$ cat src/rtl/mult_block_buffer.sv
// Pipelined multiplier that fills a 2**LOGDEPTH result block, then streams it back on request.
// Optional early flush of a partially filled block when MULT_FLUSH_EN is defined.
`timescale 1ns/1ps
module mult_block_buffer #(
    parameter int IN_WIDTH    = 16,
    parameter int LOGDEPTH    = 6,
    parameter int PIPE_STAGES = 3,
    parameter int SIGNED      = 0
) (
    input  logic                    clk,
    input  logic                    rst_n,
    input  logic                    EN_mult,
    input  logic [IN_WIDTH-1:0]     mult_input0,
    input  logic [IN_WIDTH-1:0]     mult_input1,
    output logic                    RDY_mult,
    output logic                    EN_writeMem,
    output logic [LOGDEPTH-1:0]     writeMem_addr,
    output logic [2*IN_WIDTH-1:0]   writeMem_val,
    input  logic                    EN_blockRead,
    output logic                    EN_readMem,
    output logic [LOGDEPTH-1:0]     readMem_addr,
    input  logic [2*IN_WIDTH-1:0]   readMem_val,
    output logic                    VALID_memVal,
    output logic [2*IN_WIDTH-1:0]   memVal_data,
    output logic [LOGDEPTH:0]       fill_count
`ifdef MULT_FLUSH_EN
    ,
    input  logic                    flush
`endif
);
    localparam int PW    = 2 * IN_WIDTH;
    localparam int DEPTH = 2 ** LOGDEPTH;
    localparam logic [LOGDEPTH:0] DEPTH_CNT = (LOGDEPTH + 1)'(DEPTH);
    localparam logic [LOGDEPTH:0] CNT_ONE   = (LOGDEPTH + 1)'(1);

    typedef enum logic [1:0] {IDLE, FILL, FULL, READ} state_t;

    state_t                  state, state_next;
    logic [LOGDEPTH:0]       acc_cnt, acc_next;
    logic                    flushed, flushed_next;
    logic                    rdy_next;
    logic                    accept;
    logic                    flush_in;
    logic                    wr_fire;
    logic                    rd_last;

`ifdef MULT_FLUSH_EN
    assign flush_in = flush;
`else
    assign flush_in = 1'b0;
`endif

    // Both modes extend to PW bits first so the low PW bits of the product are exact.
    function automatic logic signed [PW-1:0] mult_full(input logic [IN_WIDTH-1:0] a,
                                                      input logic [IN_WIDTH-1:0] b);
        logic signed [PW-1:0] ea, eb;
        if (SIGNED != 0) begin
            ea = {{IN_WIDTH{a[IN_WIDTH-1]}}, a};
            eb = {{IN_WIDTH{b[IN_WIDTH-1]}}, b};
        end else begin
            ea = {{IN_WIDTH{1'b0}}, a};
            eb = {{IN_WIDTH{1'b0}}, b};
        end
        return ea * eb;
    endfunction

    assign accept = EN_mult && RDY_mult;

    // Stage p0: operand registers
    logic [IN_WIDTH-1:0]  a_p0, b_p0;
    logic                 vld_p0;
    logic signed [PW-1:0] prod_p0;
    logic signed [PW-1:0] prod_last;
    logic                 vld_last;

    always_ff @(posedge clk or negedge rst_n) begin
        if (!rst_n) vld_p0 <= 1'b0;
        else        vld_p0 <= accept;
    end

    always_ff @(posedge clk) begin
        if (accept) begin
            a_p0 <= mult_input0;
            b_p0 <= mult_input1;
        end
    end

    assign prod_p0 = mult_full(a_p0, b_p0);

    // Stages p1..p(PIPE_STAGES-1): product delay line with parallel valid
    generate
        if (PIPE_STAGES == 1) begin : g_direct
            assign prod_last = prod_p0;
            assign vld_last  = vld_p0;
        end else begin : g_pipe
            logic signed [PW-1:0]   prod_pn [PIPE_STAGES-1];
            logic [PIPE_STAGES-2:0] vld_pn;

            always_ff @(posedge clk or negedge rst_n) begin
                if (!rst_n) begin
                    vld_pn <= '0;
                end else begin
                    vld_pn[0] <= vld_p0;
                    for (int i = 1; i < PIPE_STAGES - 1; i++) vld_pn[i] <= vld_pn[i-1];
                end
            end

            always_ff @(posedge clk) begin
                prod_pn[0] <= prod_p0;
                for (int i = 1; i < PIPE_STAGES - 1; i++) prod_pn[i] <= prod_pn[i-1];
            end

            assign prod_last = prod_pn[PIPE_STAGES-2];
            assign vld_last  = vld_pn[PIPE_STAGES-2];
        end
    endgenerate

    assign wr_fire = vld_last && (state == FILL);
    assign rd_last = (({1'b0, readMem_addr} + CNT_ONE) == fill_count);

    always_comb begin
        state_next   = state;
        acc_next     = acc_cnt;
        flushed_next = flushed;
        rdy_next     = 1'b0;
        if (accept) acc_next = acc_cnt + CNT_ONE;
        case (state)
            IDLE: if (accept) state_next = FILL;
            FILL: begin
                if (flush_in) flushed_next = 1'b1;
                // fill_count already counts the write on the bus, so equality means the pipe is empty
                if ((fill_count == acc_cnt) && ((acc_cnt == DEPTH_CNT) || flushed))
                    state_next = FULL;
            end
            FULL: if (EN_blockRead) state_next = READ;
            READ: begin
                if (VALID_memVal && !EN_readMem) begin
                    state_next   = IDLE;
                    acc_next     = '0;
                    flushed_next = 1'b0;
                end
            end
            default: state_next = IDLE;
        endcase
        case (state_next)
            IDLE:    rdy_next = 1'b1;
            FILL:    rdy_next = (acc_next != DEPTH_CNT) && !flushed_next;
            default: rdy_next = 1'b0;
        endcase
    end

    // Output stage: write port, read port and control registers
    always_ff @(posedge clk or negedge rst_n) begin
        if (!rst_n) begin
            state         <= IDLE;
            acc_cnt       <= '0;
            flushed       <= 1'b0;
            RDY_mult      <= 1'b0;
            EN_writeMem   <= 1'b0;
            writeMem_addr <= '0;
            writeMem_val  <= '0;
            fill_count    <= '0;
            EN_readMem    <= 1'b0;
            readMem_addr  <= '0;
            VALID_memVal  <= 1'b0;
        end else begin
            state        <= state_next;
            acc_cnt      <= acc_next;
            flushed      <= flushed_next;
            RDY_mult     <= rdy_next;
            EN_writeMem  <= wr_fire;
            VALID_memVal <= EN_readMem;
            if (wr_fire) begin
                writeMem_addr <= fill_count[LOGDEPTH-1:0];
                writeMem_val  <= prod_last;
            end
            if ((state == READ) && (state_next == IDLE))
                fill_count <= '0;
            else if (wr_fire && (fill_count != DEPTH_CNT))
                fill_count <= fill_count + CNT_ONE;
            if ((state == FULL) && (state_next == READ)) begin
                EN_readMem   <= 1'b1;
                readMem_addr <= '0;
            end else if (EN_readMem) begin
                if (rd_last) EN_readMem <= 1'b0;
                else         readMem_addr <= readMem_addr + 1'b1;
            end
        end
    end

    // Read data arrives one cycle after the strobe, aligned with the registered valid
    assign memVal_data = VALID_memVal ? readMem_val : '0;

endmodule

$ cat config.mk
export PLATFORM = sky130hd
export DESIGN_NAME = mult_block_buffer
export DESIGN_NICKNAME = d
export VERILOG_FILES = /design/src/rtl/mult_block_buffer.sv
export SDC_FILE = /design/constraint.sdc
export NUM_CORES = 1
export LEC_CHECK = 0
export ABC_CLOCK_PERIOD_IN_PS = 6200
export CAP_MARGIN = 0
export CORE_ASPECT_RATIO = 0.7
export CORE_MARGIN = 1
export CORE_UTILIZATION = 58
export DETAILED_ROUTE_END_ITERATION = 16
export PLACE_DENSITY = 0.82
export RECOVER_POWER = 25
export SLEW_MARGIN = 15
export SYNTH_ARGS = -nofsm -noshare
export SYNTH_HDL_FRONTEND = slang
export SYNTH_SLANG_ARGS = --single-unit
$ cat constraint.sdc
create_clock -name clk -period 6.2 [get_ports clk]
set_input_delay 1.24 -clock clk [delete_from_list [all_inputs] [get_ports clk]]
set_output_delay 1.24 -clock clk [all_outputs]
set_load 0.01 [all_outputs]
==> results of run 1 <==
==> synthesized netlist by cell type (all sizes together), types with 12 or more instances <==
master	count	area share [%]
xor2	18	1.1
clkbuf	54	1.4
nand4	12	0.53
nand3	15	0.53
edfxtp	32	6.8
ha	109	9.6
inv	233	6.2
a21o	12	0.64
nor3	12	0.42
buf	12	0.60
dfxtp	64	9.0
xnor2	35	2.2
and2	155	6.8
fa	194	27
dfrtp	68	12
nand2	266	7.0
o21ai	26	0.97
a21oi	36	1.3
nor2	36	0.95
==> routing by layer <==
layer,share of wire [%],GRT usage (%),up-vias
li1,-,-,4896
met1,42,38.5,5393
met2,48,47.6,451
met3,7.8,6.23,82
met4,2.8,10.8,2
met5,0.038,0,-
==> layout make-up <==
cell class | count | area (um2)
multi-input cells | 1007 | 9080
clock inverters | 7 | 58.8
well taps | 318 | 398
clock buffers | 25 | 527
flip-flops and latches | 164 | 3940
inverters | 233 | 875
repair buffers | 222 | 2080
fillers | 1759 | 6850
==> repair_timing <==
item	CTS	global route
gates resized for setup	0	4
endpoints found under the setup margin	0	7
setup buffers	0	32
==> critical path, stage by stage (launching register included) <==
cell      delay, ps
edfxtp_1        630
nand2_1         150
fa_1            540
fa_1            600
fa_1            470
fa_1            550
inv_1            50
fa_1            470
inv_1            50
fa_1            470
inv_1            40
ha_1            360
and2_1          220
a22o_1          230
o31ai_1         290
buf_4           180
nor4_1           50
buf_4           150
nor4_1          310
xnor2_1         190
==> registers in the layout, summed over array words and instances, names as in the netlist <==
signal / flops
g_pipe.prod_pn: 64
writeMem_val: 32
a_p0: 16
b_p0: 16
acc_cnt: 7
fill_count: 7
readMem_addr: 6
writeMem_addr: 6
g_pipe.vld_pn: 2
state: 2
EN_readMem: 1
EN_writeMem: 1
RDY_mult: 1
VALID_memVal: 1
flushed: 1
vld_p0: 1
==> cells by family (layout without fill, tap and decap cells) <==
kind of cell	count (synthesis)	after routing
flip-flops	164	164
XOR/XNOR	53	53
multiplexers	6	6
buffers and inverters	299	487
AND/OR/NAND/NOR	527	527
adder cells (fa/ha/maj)	303	303
AO/OA/AOI/OAI	118	118
==> cells in the final DEF, fill, tap and decap left out, types with 5 or more instances in the layout <==
cell type	instances
and2_1	153
o21ai_0	18
dfxtp_1	64
ha_1	109
nand2b_1	5
clkdlybuf4s50_1	121
inv_1	233
a21oi_1	33
xnor2_1	35
buf_4	63
a31oi_1	11
edfxtp_1	32
nand3_1	15
a21o_1	12
or3_1	8
clkbuf_8	5
xor2_1	18
nand2_1	266
dlygate4sd3_1	32
nor2_1	36
o21a_1	6
clkbuf_16	18
nand4_1	12
and3_1	7
o21ai_1	6
dfrtp_1	68
mux2i_1	5
fa_1	194
nor3_1	12
==> worst max path at each step <==
| stage | from | endpoint | slack, ps | depth (start not counted) |
|---|---|---|---|---|
| floorplan | b_p0[1] | g_pipe.prod_pn[0][31] | 570 | 19 |
| detailed placement | b_p0[4] | g_pipe.prod_pn[0][31] | 100 | 19 |
| CTS | b_p0[4] | g_pipe.prod_pn[0][28] | 70 | 21 |
| finish | a_p0[10] | g_pipe.prod_pn[0][28] | 120 | 19 |
| global route | a_p0[10] | g_pipe.prod_pn[0][28] | -40 | 20 |
| global placement | a_p0[6] | g_pipe.prod_pn[0][24] | 130 | 20 |
==> through the flow <==
step | setup TNS, ps | util (%) | std cells
after CTS | 0 | 70.0 | 1944
after floorplan | 0 | - | 1470
after global routing | -90.9 | 71.2 | 1976
final | 0 | 71.2 | 1976
after global placement | 0 | 67.6 | 1912
after detailed placement | 0 | 67.6 | 1912
==> results.md, run 1 <==
- Post-synth top flop: dfrtp_1
- Clock Latency Late Sink: 450 ps
- Status: finished, violations left
- Clk sinks: 164
- I/O pins: 155
- CTS tree: done
- Post-synthesis mux area share: 0.512%
- Routed via count: 10824
- Global route overflow: 0
- Initial core utilization: 59.5%
- CTS Hold Bufs: 0
- # setup viols final: 0
- Area of the mapped netlist: 14200 um2
- Layout area overhead: 19.7%
- Simple-Gate Fraction of Synth Area: 17.9%
- Reg clk slew, reported paths: 70 ps
- Pin count of the biggest net entering global routing: 69
- Synth Area in XOR/XNOR: 3.28%
- FF-to-FF Start: a_p0[10]
- Post-route cell area: 17000 um2
- Rows: 47
- Hold WS: 319 ps
- Worst EP required: 6560 ps
- ANT cells: 0
- Pre-CTS WS: 100 ps
- Worst Tran Pin Value: 2120 ps
- First-pass GRT wire length: 56600 um
- Die height: 133 um
- Hold Crit Class: reg -> reg
- Fin crit share: 98.0%
- Hold endpoint: g_pipe.prod_pn[1][28]
- Vias in the first global route: 11358
- Failing checks: capacitance limit, slew limit
- Die ar.: 25100 um2
- Synthesized flop and latch total: 164
- Ys async rst share: 41.5%
- Cell count after synthesis: 1470
- CTS max path bufs: 2
- Fin worst setup slack: 124 ps
- Horiz. Die Dim: 189 um
- RR Endpoint: g_pipe.prod_pn[0][28]
- Slew HR: -41.4%
- Adder-cell share of the synthesized area: 37.0%
- F_max: 0.165 GHz
- Post-DP Area: 16100 um2
- R2r setup slk: 120 ps
- Worst hold start: g_pipe.prod_pn[0][28]
- Gr usage total: 29.1%
- Syn Area/Cell: 9.64 um2
- Antenna Nets Post-Route: 0
- DR pass1 iterations: 5
- Largest family of logic cells by synthesized area: adder cells
- DRT Wirelength: 34100 um
- Worst Path Max Fanout: 8
- Sequential area share after synthesis: 27.8%
- Vias per inst: 5.48
- Yosys warnings: 0
- Fraction of the mapped netlist area in compound gates: 5.31%
- Crit end category: register
- Layout cell share with drive strength beyond 1: 6.63%
- Core Area: 23800 um2
- Tmin final: 6080 ps
- Count of cell types in the netlist: 56
- DRC violations left: 0
- CTS H-Tree Depth: 4
- GPL Wtd Cong: 0.930
- Syn Nets: 1841
- Setup skew after layout: 16.2 ps
- Wire length per cell: 17.2 um
- CP Class: reg -> reg
- Nets: 2016
- Max cap viols: 1
- Initial antenna violation count: 1
- Worst r2r path cells: 19
- Root buffer cell: clkbuf_16
- Post-DP HPWL: 26200 um
- WHS Path Cells: 0
- Inserted Clock Buffers: 17
- Endpoints failing hold: 0
- IO Port Bufs: 154
- Initial drt markers: 777
- Post-synth EDFFs: 32
- WP data arrival: 6430 ps
- Startpoint Class: register
- Max Slew Vio Count: 42
Power of run 1 is left out: the tool's default activity adds up to more than one toggle a clock period on the data nets, which glitch-free logic cannot reach.
==> run 2, diff against run 1 <==
--- a/config.mk
+++ b/config.mk
@@ -9,9 +9,11 @@
 export CAP_MARGIN = 0
 export CORE_ASPECT_RATIO = 0.7
 export CORE_MARGIN = 1
-export CORE_UTILIZATION = 58
+export CORE_UTILIZATION = 60
+export CTS_BUF_LIST = sky130_fd_sc_hd__clkbuf_8
 export DETAILED_ROUTE_END_ITERATION = 16
-export PLACE_DENSITY = 0.82
+export MAX_ROUTING_LAYER = met4
+export PLACE_DENSITY = 0.84
 export RECOVER_POWER = 25
 export SLEW_MARGIN = 15
 export SYNTH_ARGS = -nofsm -noshare
==> run 2 against run 1 <==
Clock skew grew 16 ps. Design area shrank 0.51%. Utilization up 2.5 points. The flow still finishes with violations (capacitance limit, slew limit). Die area decreased by 3.3%. Via count decreased by 0.91%.
==> results.md, run 2 (synthesized netlist as in run 1, its figures left out) <==
- Status: finished, violations left
- Failing checks: capacitance limit, slew limit
- Horiz. Die Dim: 186 um
- CTS Hold Bufs: 0
- Inserted Clock Buffers: 17
- Worst EP required: 6570 ps
- CTS tree: done
- Most frequent cells in the layout: nand2_1, inv_1, fa_1
- Commonest non-fill, non-tap cell in the layout: nand2_1
- Fin crit share: 95.3%
- Reg with most FFs: g_pipe.prod_pn
- Setup skew after layout: 31.8 ps
- DRC violations left: 0
- Largest stage delay, worst path: 630 ps
- F_max: 0.169 GHz
- Layout cell share with drive strength beyond 1: 7.43%
- Biggest regs: g_pipe.prod_pn: 64 flops, writeMem_val: 32 flops
- Die height: 131 um
- GRT met3 Usage: 5.43%
- WP data arrival: 6280 ps
- Startpoint Class: register
- Layout area overhead: 19.1%
- Reg clk slew, reported paths: 130 ps
- Die ar.: 24300 um2
- Hold Crit Class: reg -> reg
- Pin count of the biggest net entering global routing: 69
- Post-DP Area: 16000 um2
- Wire length per cell: 17.0 um
- Global routing usage on met1: 38.5%
- Vias in the first global route: 10918
- DRT Wirelength: 33700 um
- Global route overflow: 0
- Gr usage total: 30.3%
- Post-route cell area: 16900 um2
- Post-DP HPWL: 25600 um
- Core Area: 22900 um2
- Multi-input logic area: 9090 um2
- Tmin final: 5910 ps
- Initial antenna violation count: 0
- ANT cells: 0
- GPL Wtd Cong: 0.936
- I/O pins: 155
- Slew HR: -38.7%
- # setup viols final: 0
- Initial core utilization: 61.9%
- Clock Latency Late Sink: 500 ps
- Slowest cell on the critical path: edfxtp_1
- Endpoints failing hold: 0
- CP Class: reg -> reg
- Crit end category: register
- Max cap viols: 1
- Antenna Nets Post-Route: 0
- CP cell instances: and2_1 -> fa_1 -> inv_1 -> fa_1 -> fa_1 -> fa_1 -> inv_1 -> fa_1 -> inv_1 -> fa_1 -> inv_1 -> ha_1 -> a211oi_1 -> o21ai_0 -> o211ai_1 -> o21ai_2 -> a211oi_1 -> o21ai_1 -> xor2_1
- GRT Max-Usage Layer: met2
- First-pass GRT wire length: 54000 um
- Routing usage on met2: 49.0%
- DR pass1 iterations: 5
- Clk sinks: 164
- CTS H-Tree Depth: 4
- IO Port Bufs: 154
- Routed via count: 10725
- Cell mode on critical path: fa_1
- Reg area: 3940 um2
- Initial drt markers: 909
- Worst Path Max Fanout: 12
- Root buffer cell: clkbuf_8
- Rows: 46
- Max reg flops: 64
- Max Slew Vio Count: 42
- Hold WS: 315 ps
- CTS max path bufs: 2
- Nets: 2027
- Fillers: 1690
- Worst Tran Pin Value: 2080 ps
- Crit path max-delay family: adder cells
- Vias per inst: 5.41
- CP Buf/Inv Count: 4
- Final core area utilization: 73.7%
[run 2: path summary, 6_finish.rpt]
path / from / slack [ps] / cells past startpoint / endpoint
max in group asynchronous: rst_n / 4620 / 2 / writeMem_val[28]
min in group asynchronous: rst_n / 930 / 2 / writeMem_val[2]
worst min-delay path: g_pipe.prod_pn[0][25] / 320 / 0 / g_pipe.prod_pn[1][25]
worst min register to register: g_pipe.prod_pn[0][25] / 320 / 0 / g_pipe.prod_pn[1][25]
worst max-delay path: a_p0[6] / 290 / 19 / g_pipe.prod_pn[0][29]
worst max register to register: a_p0[6] / 290 / 19 / g_pipe.prod_pn[0][29]
[run 2: per-stage QoR]
step	TNS, ps	setup WS (ps)	instances
floorplan	0	571	1470
global placement	0	170	1901
detailed placement	0	109	1901
CTS	0	70.8	1933
global route	-3.89	-3.89	1981
finish	0	293	1981
[run 2: worst register-to-register path: stages (launching register included)]
cell and delay, ps:
edfxtp_1 630, and2_1 260, fa_1 500, inv_1 50, fa_1 460, fa_1 510
fa_1 540, inv_1 50, fa_1 470, inv_1 50, fa_1 470, inv_1 40
ha_1 260, a211oi_1 310, o21ai_0 140, o211ai_1 120, o21ai_2 160, a211oi_1 440
o21ai_1 180, xor2_1 170
[run 2: layer usage]
metal  vias up  share of wire, %
met5         -                 0
met4         0               3.0
met3        89               6.7
met2       415                48
met1      5302                42
li1       4919                 -
[run 2: final cells by class]
| cell class | instances | area share [%] |
|---|---|---|
| Tap cell | 312 | 2.31 |
| Multi-Input combinational cell | 1007 | 53.9 |
| Clock buffer | 17 | 1.39 |
| Inverter | 233 | 5.18 |
| Sequential cell | 164 | 23.4 |
| Timing Repair Buffer | 233 | 12.8 |
| Clock inverter | 15 | 1.03 |
[run 2: timing repair]
item                                    CTS  global route
setup buffers                             0            48
endpoints found under the setup margin    0             9
gates resized for setup                   0             6
Power of run 2 is left out for the same reason.
